**src/rtl/uart_mmio_bridge.sv**
```systemverilog
// uart_mmio_bridge: memory-mapped I/O bridge between the ARC processor
// load/store port and the UART core FIFOs.
//   - Decodes DATA_ADDR (pop RX / push TX) and STAT_ADDR (read-only status).
//   - Issues exactly one rd/wr strobe per processor request and completes the
//     access with a one-cycle cpu_ready pulse.
//   - Optional stall timeout, enabled by defining ARC_IO_TIMEOUT_EN.
module uart_mmio_bridge #(
    parameter logic [31:0] DATA_ADDR      = 32'hFFFF_FFF0,
    parameter logic [31:0] STAT_ADDR      = 32'hFFFF_FFF4,
    parameter int          TIMEOUT_CYCLES = 1024
) (
    input  logic        clk,
    input  logic        rst,
    input  logic        cpu_rd,
    input  logic        cpu_wr,
    input  logic [31:0] cpu_addr,
    input  logic [31:0] cpu_wdata,
    output logic [31:0] cpu_rdata,
    output logic        cpu_ready,
    output logic        io_sel,
    output logic        uart_rd,
    output logic        uart_wr,
    output logic [7:0]  uart_wdata,
    input  logic [7:0]  uart_rdata,
    input  logic        uart_tx_full,
    input  logic        uart_rx_empty
);

    typedef enum logic [2:0] {
        S_IDLE,
        S_WAIT_RX,
        S_POP,
        S_WAIT_TX,
        S_PUSH,
        S_ACK,
        S_RELEASE
    } state_t;

    state_t r_state;
    state_t w_next;

    logic w_req;
    logic w_hit_data;
    logic w_hit_stat;
    logic w_ld_stat;    // capture status word into cpu_rdata
    logic w_ld_rx;      // capture RX head byte into cpu_rdata
    logic w_ld_tx;      // capture store byte into uart_wdata
    logic w_cnt_clr;    // entering a wait state
    logic w_tout_hit;   // stall limit reached this cycle
    logic w_timeout;    // wait abandoned by timeout this cycle
    logic w_tout_flag;
    logic w_unused;

    // Upper store-data bits are architecturally ignored; the timeout limit is
    // only consumed when the timeout feature is compiled in.
    assign w_unused = ^{cpu_wdata[31:8], TIMEOUT_CYCLES};

    assign w_req      = cpu_rd | cpu_wr;
    assign w_hit_data = (cpu_addr == DATA_ADDR);
    assign w_hit_stat = (cpu_addr == STAT_ADDR);
    assign io_sel     = w_req & (w_hit_data | w_hit_stat);

`ifdef ARC_IO_TIMEOUT_EN
    localparam int CNT_W = $clog2(TIMEOUT_CYCLES + 1);

    logic [CNT_W-1:0] r_cnt;
    logic             r_tout_flag;

    assign w_tout_hit  = (r_cnt == CNT_W'(TIMEOUT_CYCLES - 1));
    assign w_tout_flag = r_tout_flag;

    // Stall counter: cleared on entry to a wait state, counts while waiting.
    always_ff @(posedge clk or negedge rst) begin
        if (!rst) begin
            r_cnt <= '0;
        end else if (w_cnt_clr) begin
            r_cnt <= '0;
        end else if (r_state == S_WAIT_RX || r_state == S_WAIT_TX) begin
            r_cnt <= r_cnt + 1'b1;
        end
    end

    // Sticky timeout flag: set on timeout, cleared by the status read that
    // reports it (the read captures the old value in the same edge).
    always_ff @(posedge clk or negedge rst) begin
        if (!rst) begin
            r_tout_flag <= 1'b0;
        end else if (w_timeout) begin
            r_tout_flag <= 1'b1;
        end else if (w_ld_stat) begin
            r_tout_flag <= 1'b0;
        end
    end
`else
    assign w_tout_hit  = 1'b0;
    assign w_tout_flag = 1'b0;
`endif

    // State register.
    // NOTE: sequential state uses non-blocking (<=) so every flop samples the
    // pre-edge values; blocking here would create order-dependent races.
    always_ff @(posedge clk or negedge rst) begin
        if (!rst) begin
            r_state <= S_IDLE;
        end else begin
            r_state <= w_next;
        end
    end

    // Next-state decode and per-state strobes.
    always_comb begin
        // NOTE: every output gets a default before the case so no path leaves
        // a signal unassigned, which would infer a latch.
        w_next    = r_state;
        w_ld_stat = 1'b0;
        w_ld_rx   = 1'b0;
        w_ld_tx   = 1'b0;
        w_cnt_clr = 1'b0;
        w_timeout = 1'b0;
        cpu_ready = 1'b0;
        uart_rd   = 1'b0;
        uart_wr   = 1'b0;

        case (r_state)
            S_IDLE: begin
                if (io_sel) begin
                    if (cpu_rd) begin
                        // A simultaneous store is ignored: reads win.
                        if (w_hit_stat) begin
                            w_ld_stat = 1'b1;
                            w_next    = S_ACK;
                        end else begin
                            w_cnt_clr = 1'b1;
                            w_next    = uart_rx_empty ? S_WAIT_RX : S_POP;
                        end
                    end else if (w_hit_data) begin
                        w_ld_tx   = 1'b1;
                        w_cnt_clr = 1'b1;
                        w_next    = uart_tx_full ? S_WAIT_TX : S_PUSH;
                    end else begin
                        // Store to the read-only status register is dropped.
                        w_next = S_ACK;
                    end
                end
            end
            S_WAIT_RX: begin
                if (!w_req) begin
                    w_next = S_IDLE;
                end else if (!uart_rx_empty) begin
                    w_next = S_POP;
                end else if (w_tout_hit) begin
                    w_timeout = 1'b1;
                    w_next    = S_ACK;
                end
            end
            S_WAIT_TX: begin
                if (!w_req) begin
                    w_next = S_IDLE;
                end else if (!uart_tx_full) begin
                    w_next = S_PUSH;
                end else if (w_tout_hit) begin
                    w_timeout = 1'b1;
                    w_next    = S_ACK;
                end
            end
            S_POP: begin
                uart_rd = 1'b1;
                w_ld_rx = 1'b1;
                w_next  = S_ACK;
            end
            S_PUSH: begin
                uart_wr = 1'b1;
                w_next  = S_ACK;
            end
            S_ACK: begin
                cpu_ready = 1'b1;
                w_next    = S_RELEASE;
            end
            S_RELEASE: begin
                // Hold off until the processor drops its request so a long
                // request cannot trigger a second strobe.
                if (!w_req) begin
                    w_next = S_IDLE;
                end
            end
            default: begin
                w_next = S_IDLE;
            end
        endcase
    end

    // Load-data register: status word, RX byte, or zero on a timed-out read.
    always_ff @(posedge clk or negedge rst) begin
        if (!rst) begin
            cpu_rdata <= '0;
        end else if (w_ld_stat) begin
            cpu_rdata <= {29'b0, w_tout_flag, uart_tx_full, uart_rx_empty};
        end else if (w_ld_rx) begin
            cpu_rdata <= {24'b0, uart_rdata};
        end else if (w_timeout) begin
            cpu_rdata <= '0;
        end
    end

    // TX byte register, captured when the store is accepted in IDLE.
    always_ff @(posedge clk or negedge rst) begin
        if (!rst) begin
            uart_wdata <= '0;
        end else if (w_ld_tx) begin
            uart_wdata <= cpu_wdata[7:0];
        end
    end

endmodule

```
**config.mk**
```make
export PLATFORM = sky130hd
export DESIGN_NAME = uart_mmio_bridge
export DESIGN_NICKNAME = d
export VERILOG_FILES = /design/src/rtl/uart_mmio_bridge.sv
export SDC_FILE = /design/constraint.sdc
export NUM_CORES = 1
export LEC_CHECK = 0
export ABC_AREA = 1
export BUFFER_PORTS_ARGS = -buffer_cell sky130_fd_sc_hd__buf_2
export CORE_MARGIN = 10
export CORE_UTILIZATION = 35
export CTS_CLUSTER_SIZE = 30
export DETAILED_ROUTE_END_ITERATION = 10
export PLACE_DENSITY = 0.77
export REMOVE_ABC_BUFFERS = 1
export SLEW_MARGIN = 0
export SYNTH_ARGS = -nofsm -noshare
export SYNTH_HDL_FRONTEND = slang
export SYNTH_SLANG_ARGS = --single-unit
export TNS_END_PERCENT = 30
```
**constraint.sdc**
```tcl
create_clock -name clk -period 1.5 [get_ports clk]
set_input_delay 0.3 -clock clk [delete_from_list [all_inputs] [get_ports clk]]
set_output_delay 0.3 -clock clk [all_outputs]
set_load 0.01 [all_outputs]
```
==> results.cfg <==
[pwr]
total_switching_power_mw = 0.816
sequentialPowerShare_pct = 37.9
peakVddDrop_mv = 0.452
clock_power_share_pct = 16.5
power_report.internal_total_mw = 1.23
power.density_cell_area_nw_per_um2 = 1110
fraction_of_power_spent_switching_nets_pct = 39.9
leakage_nw = 1.13
p_comb_share_pct = 45.6

[grt]
grt_pass1_vias = 1285
largest_net_degree_at_the_start_of_global_routing = 20
grt-ovfl-total = 0
global_route_wire_length_before_repair_mm = 5.53
grt_total_usage_pct = 10.3
number_of_antenna_violations_at_the_first_check_in_global_routing = 0

[clock_network]
cts.sinks = 19
cts_buffers = 3
clkLatencyLatePin_ns = 0.25
largest_buffer_count_on_any_clock_path = 2
cts.clk_slew.worst_paths_ns = 0.07
tritoncts_clock_tree = built
root_buffer = sky130_fd_sc_hd__clkbuf_8
htreeDepth = 1

[route]
route.detailed.wl_per_inst_um = 11.8
viasPerCell = 4.20
antenna_violating_nets_left = 0
drt_iter0_markers = 53
wirelength_mm = 3.81
drt_pass1_iterations = 4
drt_drc_violations_left = 0
vias = 1361

[yosys]
synth_async_sr_flop_share_pct = 100
synthFlopType = sky130_fd_sc_hd__dfrtp_1
synth_seq_cells = 19
syn_area_um2 = 1330
post_synth_num_cell_types = 18
avg_inst_size_synth_um2 = 7.08
ys_warn_count = 0
synthesis.instances = 188
synth_enable_flop_cells = 0
synth.yosys.seq_area_share_pct = 35.7

[finish]
finish.net_count = 355
post-route-cell-area_um2 = 1840
commonest_cells_after_routing_fill_and_taps_aside = sky130_fd_sc_hd__buf_2, sky130_fd_sc_hd__nand2_1, sky130_fd_sc_hd__conb_1
final_common_cell = sky130_fd_sc_hd__buf_2
diodes = 0
postLayoutCoreUtil_pct = 50.3
final_cell_count_no_fill = 324
area_delta_synth_final_pct = 38.3
drive_gt1_share_pct = 41.3

[floorplan]
core_region_area_um2 = 3660
die_area_um2 = 6670
rows = 22
dieHeight_um = 81.7
initial_core_util_pct = 36.4
design.portCount = 122
dieWidth_um = 81.7

[run_status]
run_status = completed

[worst_setup_path]
worstPathCellList = nor3_4 -> buf_2
timing.critical_path.from_type = flop
r2r_slack_ns = 0.13
crit_family = flip-flops
cp.required_ns = 1.20
worstSetupEndpointType = primary output
timing_worst_setup_path_type = reg2out
crit_arrival_ns = 1.16
critical_path.max_stage_delay_ns = 0.48
worst_path_max_delay_cell = sky130_fd_sc_hd__dfrtp_2
critical_path.n_buffers_inverters = 1
timing.critical_path.fanout_max = 6

[placed_design]
hpwlAfterDp_mm = 3.29
gp_congestion = 0.880
dpl_cell_area_um2 = 1710
port-buffer-count = 73
dpl.cell_count = 314

[worst_hold_path]
worstHoldPathType = in2reg

[sta]
final.period_utilization_pct = 97.2
maxClockFrequency_ghz = 0.686
finalClockSkew_ns = 0.00464
final_critical_delay_including_setup_and_external_delays_ns = 1.46
setup_repair_after_global_routing_missed_its_margin = yes
report.final.setup_viol = 0
finalHoldViolCount = 0
final_max_slew_viol_count = 0

[run]
max-cap-violations = 0
-- metal layers --
| metal | track usage (%) | wire (um) |
|---|---|---|
| met1 | 9.10 | 1240 |
| met2 | 21.7 | 2300 |
| met3 | 2.95 | 244 |
| met4 | 2.55 | 25 |
| met5 | 0 | 0 |
-- stage by stage --
step | setup TNS (ns) | worst slack, ns | hold WS [ns] | power, mW
2_1_floorplan | 0 | 0.171 | 0.00441 | 1.32
3_3_place_gp | 0 | 0.0156 | 0.258 | 1.65
3_5_place_dp | -0.00346 | -0.00346 | 0.256 | 1.68
4_1_cts | 0 | 0.00463 | 0.239 | 2.03
5_1_grt | -0.0907 | -0.0480 | 0.245 | 2.22
6_report | 0 | 0.0421 | 0.246 | 2.04
-- synth_stat cells, types with 2 or more instances --
cell                        n  area [um^2]
sky130_fd_sc_hd__nand2_1   67          251
sky130_fd_sc_hd__buf_4     24          180
sky130_fd_sc_hd__dfrtp_1   19          475
sky130_fd_sc_hd__inv_1     18         67.6
sky130_fd_sc_hd__nor2_1    17         63.8
sky130_fd_sc_hd__o21ai_0   10         50.1
sky130_fd_sc_hd__nand3_1    7         35.0
sky130_fd_sc_hd__a21boi_1   6         45.0
sky130_fd_sc_hd__inv_2      5         18.8
sky130_fd_sc_hd__nand4_1    5         31.3
sky130_fd_sc_hd__nor2_4     2         22.5
sky130_fd_sc_hd__nor3_4     2         32.5
-- power by group through the flow --
stage | Sequential, mW | Combinational [mW] | Clock [mW]
after global placement | 0.766 | 0.885 | 0
after CTS | 0.766 | 0.913 | 0.354
after detailed placement | 0.772 | 0.908 | 0
final | 0.774 | 0.932 | 0.338
after global routing | 0.790 | 1.05 | 0.383
after floorplan | 0.811 | 0.507 | 0
-- flip-flops by register name, summed over array words and instances (netlist names) --
name,cells
cpu_rdata,8
r_state,3
uart_wdata,8
-- worst min-delay path: cells and delay by family --
kind,cells,cell delay (ns)
simple gates,2,0.09
buf+inv,1,0.07
-- cell families after synthesis --
family | Yosys count | share of synthesized area [%]
AOI/OAI and AO/OA | 17 | 7.80
DFF | 19 | 35.7
and+or+nand+nor | 104 | 36.2
other | 1 | 0.282
buffers and inverters | 47 | 20.0
-- final cells by class --
cell class                      count  area, um^2
Timing Repair Buffer               85         477
Fill cell                         382        1820
Clock buffer                        3        41.3
Multi-Input combinational cell    145         693
Tap cell                           48        60.1
Sequential cell                    19         479
Inverter                           23        86.3
Clock inverter                      1        5.00
-- final timing paths --
path	end	depth (start not counted)	startpoint
max	uart_rd	2	r_state[2]
min	uart_wdata[1]	3	cpu_wdata[1]
max reg2reg	cpu_rdata[4]	6	r_state[2]
min reg2reg	cpu_rdata[2]	2	cpu_rdata[2]
max in group asynchronous	r_state[1]	2	rst
min in group asynchronous	uart_wdata[7]	2	rst
-- timing repair --
action | CTS | global route
hold buffers | 1 | 0
endpoints found under the setup margin | 2 | 4
resized for setup | 2 | 14
endpoints found under the hold margin | 19 | 0
setup buffers | 0 | 5
pin swaps | 0 | 8
Note: power is estimated with default switching activity, not from simulation.
